$ cat src/rtl/gpu_host_csr.sv
// gpu_host_csr: AXI-lite host CSR slave driving per-SM launch pulses, busy tracking and a maskable completion irq.
module gpu_host_csr #(
  parameter int          NUM_SMS    = 4,
  parameter int          ADDR_WIDTH = 12,
  parameter logic [31:0] ID_VALUE   = 32'h4750_0001
) (
  input  logic                  clk,
  input  logic                  rst_n,
  input  logic                  host_awvalid,
  output logic                  host_awready,
  input  logic [ADDR_WIDTH-1:0] host_awaddr,
  input  logic                  host_wvalid,
  output logic                  host_wready,
  input  logic [31:0]           host_wdata,
  output logic                  host_bvalid,
  input  logic                  host_bready,
  output logic [1:0]            host_bresp,
  input  logic                  host_arvalid,
  output logic                  host_arready,
  input  logic [ADDR_WIDTH-1:0] host_araddr,
  output logic                  host_rvalid,
  input  logic                  host_rready,
  output logic [31:0]           host_rdata,
  output logic [1:0]            host_rresp,
  output logic [NUM_SMS-1:0]    sm_launch,
  input  logic [NUM_SMS-1:0]    sm_done,
  output logic                  irq
);
  logic                  aw_held, w_held, enable;
  logic [ADDR_WIDTH-1:0] aw_addr_q;
  logic [31:0]           w_data_q, scratch, launch_count, launch_pop, rd_data;
  logic [NUM_SMS-1:0]    busy, irq_status, irq_en, launch_ok, w1c;
  logic                  aw_full, w_full, commit, wmap, wsel, rmap;
  logic [ADDR_WIDTH-1:0] wa;
  logic [31:0]           wd;
  logic [2:0]            woff;
  assign host_awready = !aw_held;
  assign host_wready  = !w_held;
  assign host_arready = !host_rvalid;
  // A beat arriving this cycle counts as held, so same-cycle AW+W commits immediately.
  assign aw_full = aw_held | host_awvalid;
  assign w_full  = w_held | host_wvalid;
  assign commit  = aw_full & w_full & !host_bvalid;
  assign wa      = aw_held ? aw_addr_q : host_awaddr;
  assign wd      = w_held ? w_data_q : host_wdata;
  assign wmap    = wa[ADDR_WIDTH-1:5] == '0;
  assign wsel    = commit & wmap;
  assign woff    = wa[4:2];
  assign launch_ok = (wsel && woff == 3'd2) ? wd[NUM_SMS-1:0] & ~busy & {NUM_SMS{enable}} : '0;
  assign w1c       = (wsel && woff == 3'd4) ? wd[NUM_SMS-1:0] : '0;
  assign rmap      = host_araddr[ADDR_WIDTH-1:5] == '0;
  always_comb begin
    launch_pop = '0;
    for (int i = 0; i < NUM_SMS; i++) launch_pop = launch_pop + 32'(launch_ok[i]);
  end
  always_comb begin
    rd_data = '0;
    case (host_araddr[4:2])
      3'd0: rd_data = ID_VALUE;
      3'd1: rd_data = {31'b0, enable};
      3'd3: rd_data = 32'(busy);
      3'd4: rd_data = 32'(irq_status);
      3'd5: rd_data = 32'(irq_en);
      3'd6: rd_data = scratch;
      3'd7: rd_data = launch_count;
      default: rd_data = '0;
    endcase
    rd_data = rmap ? rd_data : '0;
  end
  always_ff @(posedge clk or negedge rst_n) begin
    if (!rst_n) begin
      aw_held      <= 1'b0;
      w_held       <= 1'b0;
      aw_addr_q    <= '0;
      w_data_q     <= '0;
      host_bvalid  <= 1'b0;
      host_bresp   <= 2'b00;
      host_rvalid  <= 1'b0;
      host_rdata   <= '0;
      host_rresp   <= 2'b00;
      enable       <= 1'b0;
      busy         <= '0;
      irq_status   <= '0;
      irq_en       <= '0;
      scratch      <= '0;
      launch_count <= '0;
      sm_launch    <= '0;
      irq          <= 1'b0;
    end else begin
      aw_held <= commit ? 1'b0 : aw_full;
      w_held  <= commit ? 1'b0 : w_full;
      if (host_awvalid && !aw_held) aw_addr_q <= host_awaddr;
      if (host_wvalid && !w_held) w_data_q <= host_wdata;
      host_bvalid <= commit | (host_bvalid & !host_bready);
      if (commit) host_bresp <= wmap ? 2'b00 : 2'b10;
      if (host_arvalid && !host_rvalid) begin
        host_rvalid <= 1'b1;
        host_rdata  <= rd_data;
        host_rresp  <= rmap ? 2'b00 : 2'b10;
      end else if (host_rready) host_rvalid <= 1'b0;
      if (wsel && woff == 3'd1) enable <= wd[0];
      if (wsel && woff == 3'd5) irq_en <= wd[NUM_SMS-1:0];
      if (wsel && woff == 3'd6) scratch <= wd;
      // Launch checks pre-update busy, so a same-cycle done on a busy SM rejects the launch.
      busy         <= (busy & ~sm_done) | launch_ok;
      irq_status   <= (irq_status & ~w1c) | sm_done;
      launch_count <= launch_count + launch_pop;
      sm_launch    <= launch_ok;
      irq          <= enable & |(irq_status & irq_en);
    end
  end
endmodule

$ cat config.mk
export PLATFORM = sky130hd
export DESIGN_NAME = gpu_host_csr
export DESIGN_NICKNAME = d
export VERILOG_FILES = /design/src/rtl/gpu_host_csr.sv
export SDC_FILE = /design/constraint.sdc
export NUM_CORES = 1
export LEC_CHECK = 0
export ABC_AREA = 1
export CAP_MARGIN = 40
export CORE_MARGIN = 2
export CORE_UTILIZATION = 57
export CTS_BUF_LIST = sky130_fd_sc_hd__clkbuf_2
export DETAILED_ROUTE_END_ITERATION = 12
export GPL_TIMING_DRIVEN = 0
export PLACE_DENSITY = 0.83
export SLEW_MARGIN = 5
export SYNTH_ARGS = -nofsm -noshare
export SYNTH_HDL_FRONTEND = slang
export SYNTH_SLANG_ARGS = --single-unit
$ cat constraint.sdc
create_clock -name clk -period 3.47 [get_ports clk]
set_input_delay 0.694 -clock clk [delete_from_list [all_inputs] [get_ports clk]]
set_output_delay 0.694 -clock clk [all_outputs]
set_load 0.005 [all_outputs]
==> impl_metrics.py <==
metrics = {
    "status": {
        "outcome": "completed",
    },
    "cts": {
        "cts.sinks": 162,
        "clk_pin_slew_ns": 0.21,
        "cts_tree": "done",
        "htreeDepth": 4,
        "cts-buffers-inserted": 17,
        "worstSkewPairLatency_ns": 0.73,
        "ctsLongestPathBuffers": 2,
        "cts-root-buf": "clkbuf_2",
    },
    "worst_setup_path": {
        "regToRegStartpoint": "aw_held$_DFF_PN0_",
        "required_ns": 4.14,
        "worst_ep_arrival_time_ns": 3.95,
        "critical_path.cell_chain": "buf_6, o21ai_1, nor2_2, buf_6, nand3_1, nor2_2, nand3_2, fa_1, inv_1, fa_2, fa_2, nand3_2, nor2_4, inv_1, nor2_4, nand3_1, xor2_1",
        "reg2reg_to": "launch_count[16]$_DFF_PN0_",
        "ff2ff_setup_slack_ns": 0.19,
        "critPathCaptureType": "flop",
        "crit_slowest_cell": "fa_1",
        "cp-startpoint": "aw_held$_DFF_PN0_",
        "critPathKind": "flop to flop",
        "critPathMaxFanout": 10,
        "slowest_delay_ns": 0.52,
        "reg2regPathDepth": 17,
        "start_kind": "flop",
    },
    "logic_synthesis": {
        "syn_area_um2": 7760,
        "ys_types": 36,
        "synth_flop_cell": "dfrtp_1",
        "synth_warnings": 0,
        "syn_area_per_cell_um2": 9.45,
        "synth_edf_count": 0,
        "syn_inst": 821,
        "synth_area_leaders": "dfrtp_1, nand2_1, mux2_2",
        "synthDominantCellAreaShare_pct": 52.2,
        "synth_seq_cells": 162,
        "yosysTopAreaCell": "dfrtp_1",
        "synth-async-reset-ratio_pct": 100,
        "ys_seq_area_share_pct": 52.2,
    },
    "drt": {
        "drt-wirelength-per-cell_um": 15.5,
        "vias": 6085,
        "firstDrtPassIters": 5,
        "drt_iter0_markers": 475,
        "vias_per_cell": 5.34,
        "ant_nets": 0,
        "wl_um": 17700,
        "drc_errors": 0,
    },
    "timing": {
        "fmax_mhz": 305,
        "tns_ns": 0,
        "min_period_ns": 3.28,
        "hold_viol_final": 0,
        "timing.slew.headroom_pct": 45.1,
        "tightest_slew_ns": 0.815,
        "slew_viol_final": 0,
        "skew_ns": 0.0275,
        "finalCritPeriodShare_pct": 94.6,
        "setup_viol": 0,
    },
    "die": {
        "std_cell_rows": 42,
        "die_x_um": 121,
        "die_h_um": 121,
        "core_area_um2": 13300,
        "die_area_um2": 14600,
        "pin_count": 113,
        "start_util_pct": 58.4,
    },
    "hold_path": {
        "min_to": "host_rdata[0]$_DFFE_PN0P_",
        "hold_class": "input pin to flop",
        "holdPathStages": 6,
        "min_from": "host_araddr[4]",
    },
    "place": {
        "place_area_um2": 9060,
        "io_buffers": 104,
        "dp_hpwl_um": 13200,
        "gp_congestion": 0.992,
    },
    "grt": {
        "grt.busiest_layer": "met1",
        "met3_usage_pct": 4.25,
        "grt.overflow.total": 0,
        "use_met1_pct": 39.0,
        "grt_pass1_wl_um": 29000,
        "met2_usage_pct": 38.5,
        "grt_max_degree": 101,
        "gr-usage-all-layers_pct": 25.9,
        "grt_pass1_vias": 5726,
        "grt_antenna_before_repair": 1,
    },
    "final_layout": {
        "nFillCells": 1049,
        "num-nets-final": 1022,
        "final_area_um2": 9330,
        "area_growth_pct": 20.2,
        "drive_above_1_share_pct": 16.4,
    },
    "job": {
        "cap_violations": 0,
    },
    "power_and_ir_drop": {
        "power.leakage_nw": 4.24,
        "ir_worst_vdd_uv": 405,
        "cellPowerDensity_nw_per_um2": 512,
    },
}
## stage by stage
stage / utilization (%) / power [W] / hold WS (ns) / setup WS (ns) / instances
floorplan: - / 0.00348 / 0.398 / 0.0460 / 822
global placement: 67.9 / 0.00387 / 0.465 / -4.80 / 1102
detailed placement: 68.1 / 0.00392 / 0.470 / -0.897 / 1103
CTS: 69.8 / 0.00478 / 0.364 / 0.0218 / 1137
global route: 70.2 / 0.00509 / 0.401 / -0.0313 / 1139
finish: 70.2 / 0.00478 / 0.422 / 0.187 / 1139
## synthesized netlist by cell type (11+ instances only)
cell type	count
nand2_1	192
dfrtp_1	162
inv_1	70
nor2_1	70
o21ai_0	39
mux2_2	36
o21ai_2	33
mux2i_1	28
nand3_1	28
a22oi_1	22
nand4_1	19
nor3_1	16
xor2_1	14
o21ai_1	12
buf_2	11
## worst max-delay path by stage
stage / slack (ns) / endpoint / cells after the start
3_5_place_dp: -0.90 / launch_count[12]$_DFF_PN0_ / 16
5_1_grt: -0.03 / launch_count[18]$_DFF_PN0_ / 17
3_3_place_gp: -4.80 / host_rdata[19]$_DFFE_PN0P_ / 1
4_1_cts: 0.02 / launch_count[12]$_DFF_PN0_ / 15
2_1_floorplan: 0.05 / launch_count[12]$_DFF_PN0_ / 15
6_report: 0.19 / launch_count[16]$_DFF_PN0_ / 17
## final cells by class
| cell class | instances | area (um^2) | share of cell area, % |
|---|---|---|---|
| Tap cell | 176 | 220 | 2.36 |
| Sequential cell | 162 | 4050 | 43.4 |
| Antenna cell | 1 | 2.50 | 0.0268 |
| Multi-Input combinational cell | 555 | 3270 | 35.1 |
| Clock inverter | 10 | 70.1 | 0.751 |
| Inverter | 74 | 283 | 3.03 |
| Buffer | 31 | 213 | 2.28 |
| Clock buffer | 20 | 100 | 1.07 |
| Timing Repair Buffer | 110 | 1110 | 11.9 |
## critical path: cells and delay by family (launching register included)
| family | cells | cell delay (ns) |
|---|---|---|
| adders and majority gates | 3 | 1.26 |
| and+or+nand+nor | 8 | 0.87 |
| xor gates and xnor gates | 1 | 0.15 |
| DFF | 1 | 0.39 |
| buffers and inverters | 4 | 0.46 |
| AOI/OAI and AO/OA | 1 | 0.09 |
## cell families (layout without fill, tap and decap cells)
group	Yosys count	after routing	synth area share [%]
compound gates	118	118	10.1
other cells	1	3	0.0483
fa+ha+maj	4	4	0.935
simple gates	346	346	19.2
xor+xnor	21	21	2.37
buf+inv	105	245	6.34
mux	64	64	8.83
flops	162	162	52.2
## per-layer routing
layer | up-vias | part of all wire, %
met5 | - | 0
met4 | 0 | 1.6
met3 | 18 | 5.8
met1 | 2904 | 47
li1 | 2970 | -
met2 | 193 | 45
## report_power, final
part           switching [W]  internal (W)  total, W
logic               0.000800      0.000687   0.00149
clock network       0.000614      0.000243  0.000857
registers           0.000193       0.00224   0.00244
total                0.00161       0.00317   0.00478
## state kept, by name (all words and copies together), names as in the netlist, 10 cells and up
signal and count:
host_rdata 32, launch_count 32, scratch 32, aw_addr_q 10
w_data_q 32
## layout by cell type (no fill, tap or decap), types with 8 or more instances in the layout
cell type	instances
clkbuf_2	20
buf_6	8
o21ai_0	36
a22oi_1	22
mux2i_1	28
o21ai_1	13
buf_2	11
nand2_1	191
mux2_2	36
buf_4	10
o21ai_2	35
nor3_1	15
nand3_1	26
nand4_1	19
dfrtp_1	162
inv_1	70
clkdlybuf4s50_1	103
nor2_1	66
xor2_1	14
## what timing repair did
action | 4_1_cts | 5_1_grt
setup buffers | 3 | 1
endpoints found under the setup margin | 11 | 11
gates resized for setup | 8 | 11
pin swaps | 3 | 2
hold endpoints to repair | 62 | 0
hold buffers | 1 | 0
(Power assumes the default switching activity.)
